--- src/rtl/pc_pkg.sv ---
// Shared definitions for the program-counter unit: op codes, vector selects,
// vector base and FSM state encoding.
package pc_pkg;

  typedef enum logic [2:0] {
    PC_NOP     = 3'd0,
    PC_INC     = 3'd1,
    PC_LOAD_LO = 3'd2,
    PC_LOAD_HI = 3'd3,
    PC_BRANCH  = 3'd4,
    PC_VECTOR  = 3'd5
  } pc_op_t;

  localparam logic [1:0] VEC_NMI   = 2'd0;
  localparam logic [1:0] VEC_RESET = 2'd1;
  localparam logic [1:0] VEC_IRQ   = 2'd2;
  localparam logic [1:0] VEC_RSVD  = 2'd3;

  localparam logic [7:0] VEC_BASE = 8'hFA;

  typedef logic [0:0] pc_state_t;
  localparam pc_state_t ST_IDLE   = 1'b0;
  localparam pc_state_t ST_BR_FIX = 1'b1;

  // Low byte of the vector address: NMI=FA, RESET=FC, IRQ/BRK=FE.
  function automatic logic [7:0] vec_lo(input logic [1:0] sel);
    return VEC_BASE + {5'd0, sel, 1'b0};
  endfunction

endpackage

--- src/rtl/pc_branch_adder.sv ---
// Signed 8-bit relative add on PCL, reporting whether the target left the page
// and in which direction PCH must be adjusted.
module pc_branch_adder (
  input  logic [7:0] i_pcl,
  input  logic [7:0] i_off,
  output logic [7:0] o_pcl,
  output logic       o_cross,
  output logic       o_dir
);

  logic [8:0] w_sum;

  assign w_sum = {1'b0, i_pcl} + {1'b0, i_off};
  assign o_pcl = w_sum[7:0];
  // A negative offset is a two's-complement add, so a missing carry means a borrow.
  assign o_cross = i_off[7] ? ~w_sum[8] : w_sum[8];
  assign o_dir   = ~i_off[7];

endmodule

--- src/rtl/pc_unit.sv ---
// Program-counter unit: full-width PC with increment, two-step load, relative
// branch with page-cross fix-up cycle, and hardware vector entry.
module pc_unit
  import pc_pkg::*;
#(
  parameter int                ADDR_W   = 16,
  parameter logic [ADDR_W-1:0] RESET_PC = {{(ADDR_W-8){1'b1}}, 8'hFC},
  localparam int               NB       = ADDR_W / 8,
  localparam int               SEL_W    = (NB > 1) ? $clog2(NB) : 1
) (
  input  logic              fclk,
  input  logic              reset,
  input  logic              op_valid,
  input  logic [2:0]        pc_op,
  input  logic [1:0]        vec_sel,
  input  logic [7:0]        db_in,
  input  logic [SEL_W-1:0]  db_sel,
  output logic [7:0]        db_out,
  output logic [ADDR_W-1:0] addr_out,
  output logic              busy,
  output logic              page_cross,
  output logic              carry_done,
  output pc_state_t         dbg_state
);

  localparam int                HI_W   = ADDR_W - 8;
  localparam logic [ADDR_W-1:0] PC_ONE = {{(ADDR_W-1){1'b0}}, 1'b1};
  localparam logic [HI_W-1:0]   HI_ONE = {{(HI_W-1){1'b0}}, 1'b1};

  logic [ADDR_W-1:0] r_pc;
  logic [7:0]        r_lo_tmp;
  pc_state_t         r_state;
  logic              r_dir;
  logic              r_page_cross;
  logic              r_carry_done;

  pc_op_t            w_op;
  logic [7:0]        w_br_pcl;
  logic              w_br_cross;
  logic              w_br_dir;
  logic [HI_W-1:0]   w_ld_hi;
  logic [HI_W-1:0]   w_pch_fix;
  logic [7:0]        w_db_out;

  assign w_op = pc_op_t'(pc_op);

  pc_branch_adder u_branch_adder (
    .i_pcl   (r_pc[7:0]),
    .i_off   (db_in),
    .o_pcl   (w_br_pcl),
    .o_cross (w_br_cross),
    .o_dir   (w_br_dir)
  );

  always_comb begin
    w_ld_hi      = '0;
    w_ld_hi[7:0] = db_in;
  end

  assign w_pch_fix = r_dir ? (r_pc[ADDR_W-1:8] + HI_ONE)
                           : (r_pc[ADDR_W-1:8] - HI_ONE);

  // Handshake: an op is taken on a rising edge when op_valid=1 and busy=0;
  // while busy=1 the op is dropped, so the sequencer must hold off itself.
  always_ff @(posedge fclk or posedge reset) begin
    if (reset) begin
      r_pc         <= RESET_PC;
      r_lo_tmp     <= 8'h00;
      r_state      <= ST_IDLE;
      r_dir        <= 1'b0;
      r_page_cross <= 1'b0;
      r_carry_done <= 1'b0;
    end else begin
      r_page_cross <= 1'b0;
      r_carry_done <= 1'b0;
      case (r_state)
        ST_BR_FIX: begin
          r_pc[ADDR_W-1:8] <= w_pch_fix;
          r_state          <= ST_IDLE;
        end
        default: begin
          if (op_valid) begin
            case (w_op)
              PC_INC: begin
                r_pc         <= r_pc + PC_ONE;
                r_carry_done <= (r_pc[7:0] == 8'hFF);
              end
              PC_LOAD_LO: r_lo_tmp <= db_in;
              PC_LOAD_HI: r_pc <= {w_ld_hi, r_lo_tmp};
              PC_BRANCH: begin
                r_pc[7:0] <= w_br_pcl;
                if (w_br_cross) begin
                  r_dir        <= w_br_dir;
                  r_state      <= ST_BR_FIX;
                  r_page_cross <= 1'b1;
                end
              end
              PC_VECTOR: begin
                if (vec_sel != VEC_RSVD) begin
                  r_pc <= {{HI_W{1'b1}}, vec_lo(vec_sel)};
                end
              end
              default: ;
            endcase
          end
        end
      endcase
    end
  end

  // Out-of-range byte selects read as zero.
  always_comb begin
    w_db_out = 8'h00;
    for (int i = 0; i < NB; i++) begin
      if (db_sel == SEL_W'(i)) begin
        w_db_out = r_pc[i*8 +: 8];
      end
    end
  end

  assign db_out     = w_db_out;
  assign addr_out   = r_pc;
  assign busy       = (r_state == ST_BR_FIX);
  assign page_cross = r_page_cross;
  assign carry_done = r_carry_done;
  assign dbg_state  = r_state;

endmodule
--- config.mk ---
export PLATFORM = sky130hd
export DESIGN_NAME = pc_unit
export DESIGN_NICKNAME = d
export VERILOG_FILES = /design/src/rtl/pc_pkg.sv /design/src/rtl/pc_branch_adder.sv /design/src/rtl/pc_unit.sv
export SDC_FILE = /design/constraint.sdc
export NUM_CORES = 1
export LEC_CHECK = 0
export CAP_MARGIN = 20
export CORE_ASPECT_RATIO = 0.7
export CORE_MARGIN = 3
export CORE_UTILIZATION = 53
export CTS_CLUSTER_SIZE = 28
export DETAILED_ROUTE_END_ITERATION = 6
export PLACE_DENSITY = 0.81
export SLEW_MARGIN = 20
export SYNTH_ARGS = -nofsm -noshare
export SYNTH_HDL_FRONTEND = slang
export SYNTH_SLANG_ARGS = --single-unit
--- constraint.sdc ---
create_clock -name fclk -period 2.87 [get_ports fclk]
set_clock_uncertainty 0.05 [all_clocks]
set_input_delay 0.7175 -clock fclk [delete_from_list [all_inputs] [get_ports fclk]]
set_output_delay 0.7175 -clock fclk [all_outputs]
set_load 0.03 [all_outputs]
==> results.ini <==
[yosys]
netlist.area_leader.share=0.152
synth_edf_count=0
yosysWarnings=0
synth_seq_cells=27
seq_area_frac_synth=0.287
synth.area.top_cells=dfstp_2 (15%), dfrtp_1 (13%), ha_1 (8.3%)
syn_avg_cell_area_sq_um=9.09
syn-cell-area_sq_um=2420
async_flop_share=1.00
ys_types=67
synthCells=266
yosys-top-cells-count=nand2_1 (19), o21ai_0 (18), ha_1 (16), a21oi_1 (15), dfstp_2 (14)
syn_nets=301
post-synth-top-count-cell=nand2_1
yosys.area.top_type=dfstp_2
synth_ff_type=dfstp_2

[layout]
finalNetCount=361
fin_area_sq_um=3050
seqCellArea_sq_um=693
final_cells=377
drive_gt1_frac=0.203
multiInputGateArea_sq_um=1620
fin_util=0.733
area_delta_synth_final_pct=26.1
antennaDiodeCount=0
num-fill-cells=341

[global_route]
antenna_found_initial=0
grt_max_degree=28
overflow=0
grt_usage=0.270
grt_pass1_wl_microns=11700
grt_pass1_vias=2326

[drt]
drt_iter0_drc=294
drt-pass1-iter-count=6
routed_wl_microns=7110
drcViolationCount=0
via_per_inst=6.55
vias=2471
wl_per_cell_microns=18.9
ant_nets=0

[sta]
setup_viol=0
fin_crit_sh=0.982
rsz0062_at_grt=no
worst_pin_slew_ns=0.556
max_freq_mhz=355
maxSlewHeadroom=0.628
fin_crit_ns=2.82
hold_viol=0
slew_violations=0

[place]
place_area_sq_um=3010
dpl.hpwl_microns=5530
dp_cells=373
port_buffers=44
routabilityCongestion=0.919

[clock_network]
postCtsHoldBufs=0
cts.sink_count=27
root_buffer=clkbuf_8
clockBufferDepth=2
clock_latency_ns=0.27
cts_tree=built
clkTransAtPathRegs_ns=0.10
numCtsBuffers=3
cts-htree-levels=1

[setup_path]
r2r_cells=8
cp-start-kind=input pin
cp-end-kind=primary output
worstPathRequired_ns=2.10
arrival_ns=2.05
cp_max_fo=7
crit_type=in -> out

[floorplanning]
rows=19
core_area_sq_um=4160
dieArea_sq_um=5420
die_w_microns=86.7
start_util=0.581
io_pins=45
die_h_microns=62.5

[run_status]
status=finished, final reports clean

[pwr]
power_density_nw_per_um2=897
ir_worst_vdd_uv=692
leakagePower_uw=0.00127

[flow_run]
maxCapViolations=0

[worst_hold_path]
hp-class=reg -> reg
min_path_cells=1

layout by cell type (no fill, tap or decap), drive strengths merged, types with 2 or more instances in the layout:
| master | netlist | routed |
|---|---|---|
| buf | 8 | 24 |
| o22ai | 4 | 4 |
| o21bai | 4 | 4 |
| nand2b | 5 | 5 |
| and3 | 3 | 3 |
| clkdlybuf4s50 | 0 | 36 |
| a31oi | 5 | 5 |
| or2 | 2 | 2 |
| xnor2 | 9 | 9 |
| nand4 | 3 | 3 |
| nor2 | 14 | 14 |
| nand3b | 2 | 2 |
| a221oi | 2 | 2 |
| dfrtp | 13 | 13 |
| nand2 | 19 | 19 |
| dlygate4sd2 | 0 | 6 |
| mux2 | 13 | 13 |
| nor3 | 10 | 10 |
| ha | 16 | 16 |
| o21ai | 21 | 21 |
| a21o | 7 | 7 |
| nor2b | 3 | 3 |
| o211ai | 5 | 5 |
| a21oi | 16 | 16 |
| fa | 2 | 2 |
| o221ai | 5 | 5 |
| a32oi | 2 | 2 |
| inv | 9 | 9 |
| clkbuf | 2 | 4 |
| a22o | 2 | 2 |
| xor2 | 6 | 6 |
| a211oi | 7 | 7 |
| nand3 | 7 | 7 |
| nor4 | 2 | 2 |
| o221a | 2 | 2 |
| dfstp | 14 | 14 |
cell type report:
type	count	share of cell area
clock buffers	4	0.0148
flip-flops and latches	27	0.227
multi-input cells	219	0.531
inverters	9	0.0111
repair buffers	66	0.194
well taps	52	0.0213
registers in the layout (all words and copies together), names as in the netlist:
signal	count
addr_out	16
r_lo_tmp	8
carry_done	1
page_cross	1
r_dir	1
worst max-delay path, stage by stage:
cell	delay, ns
clkdlybuf4s50_1	0.45
buf_4	0.17
mux2_2	0.35
dlygate4sd2_1	0.36
worst paths after layout:
kind,to,slack [ns],start
min in group asynchronous,r_lo_tmp[1],0.77,reset
worst max-delay path,db_out[0],0.05,db_sel
max in group asynchronous,addr_out[4],1.69,reset
worst min register to register,r_lo_tmp[0],0.48,r_lo_tmp[0]
worst max register to register,r_dir,0.43,addr_out[0]
worst min-delay path,r_lo_tmp[0],0.48,r_lo_tmp[0]
routing by layer:
metal | up-vias | track usage | wire length [microns] | share of wire
met3 | 14 | 0.0685 | 758 | 0.11
li1 | 1136 | - | - | -
met1 | 1164 | 0.406 | 3300 | 0.46
met2 | 157 | 0.400 | 2970 | 0.42
met5 | - | 0 | 0 | 0
met4 | 0 | 0.0311 | 76 | 0.011
logic make-up after synthesis:
group	count (synthesis)	synth area share
AO/OA/AOI/OAI	98	0.286
XOR/XNOR	15	0.0543
adder cells (fa/ha/maj)	18	0.0993
buffers and inverters	20	0.0435
flip-flops	27	0.287
multiplexers	13	0.0605
AND/OR/NAND/NOR	75	0.170
through the flow:
step                      total power, uW  hold slack (ns)  setup slack, ns  TNS, ns
after global routing                 2930            0.494           0.0160        0
after detailed placement             2530            0.458           -0.187    -1.43
after CTS                            2720            0.481           0.0572        0
final                                2730            0.477           0.0523        0
after floorplan                      1910            0.431            0.475        0
after global placement               2490            0.445           -0.158    -1.03
power breakdown:
group / switching, uW / internal [uW]
sequential: 234 / 580
clock: 119 / 99.5
combinational: 953 / 749
total: 1310 / 1430
repair_timing:
action	CTS	global route
gates resized for setup	6	0
setup endpoints to repair	6	0
setup buffers	0	0
Power figures use the tool's default switching activity.
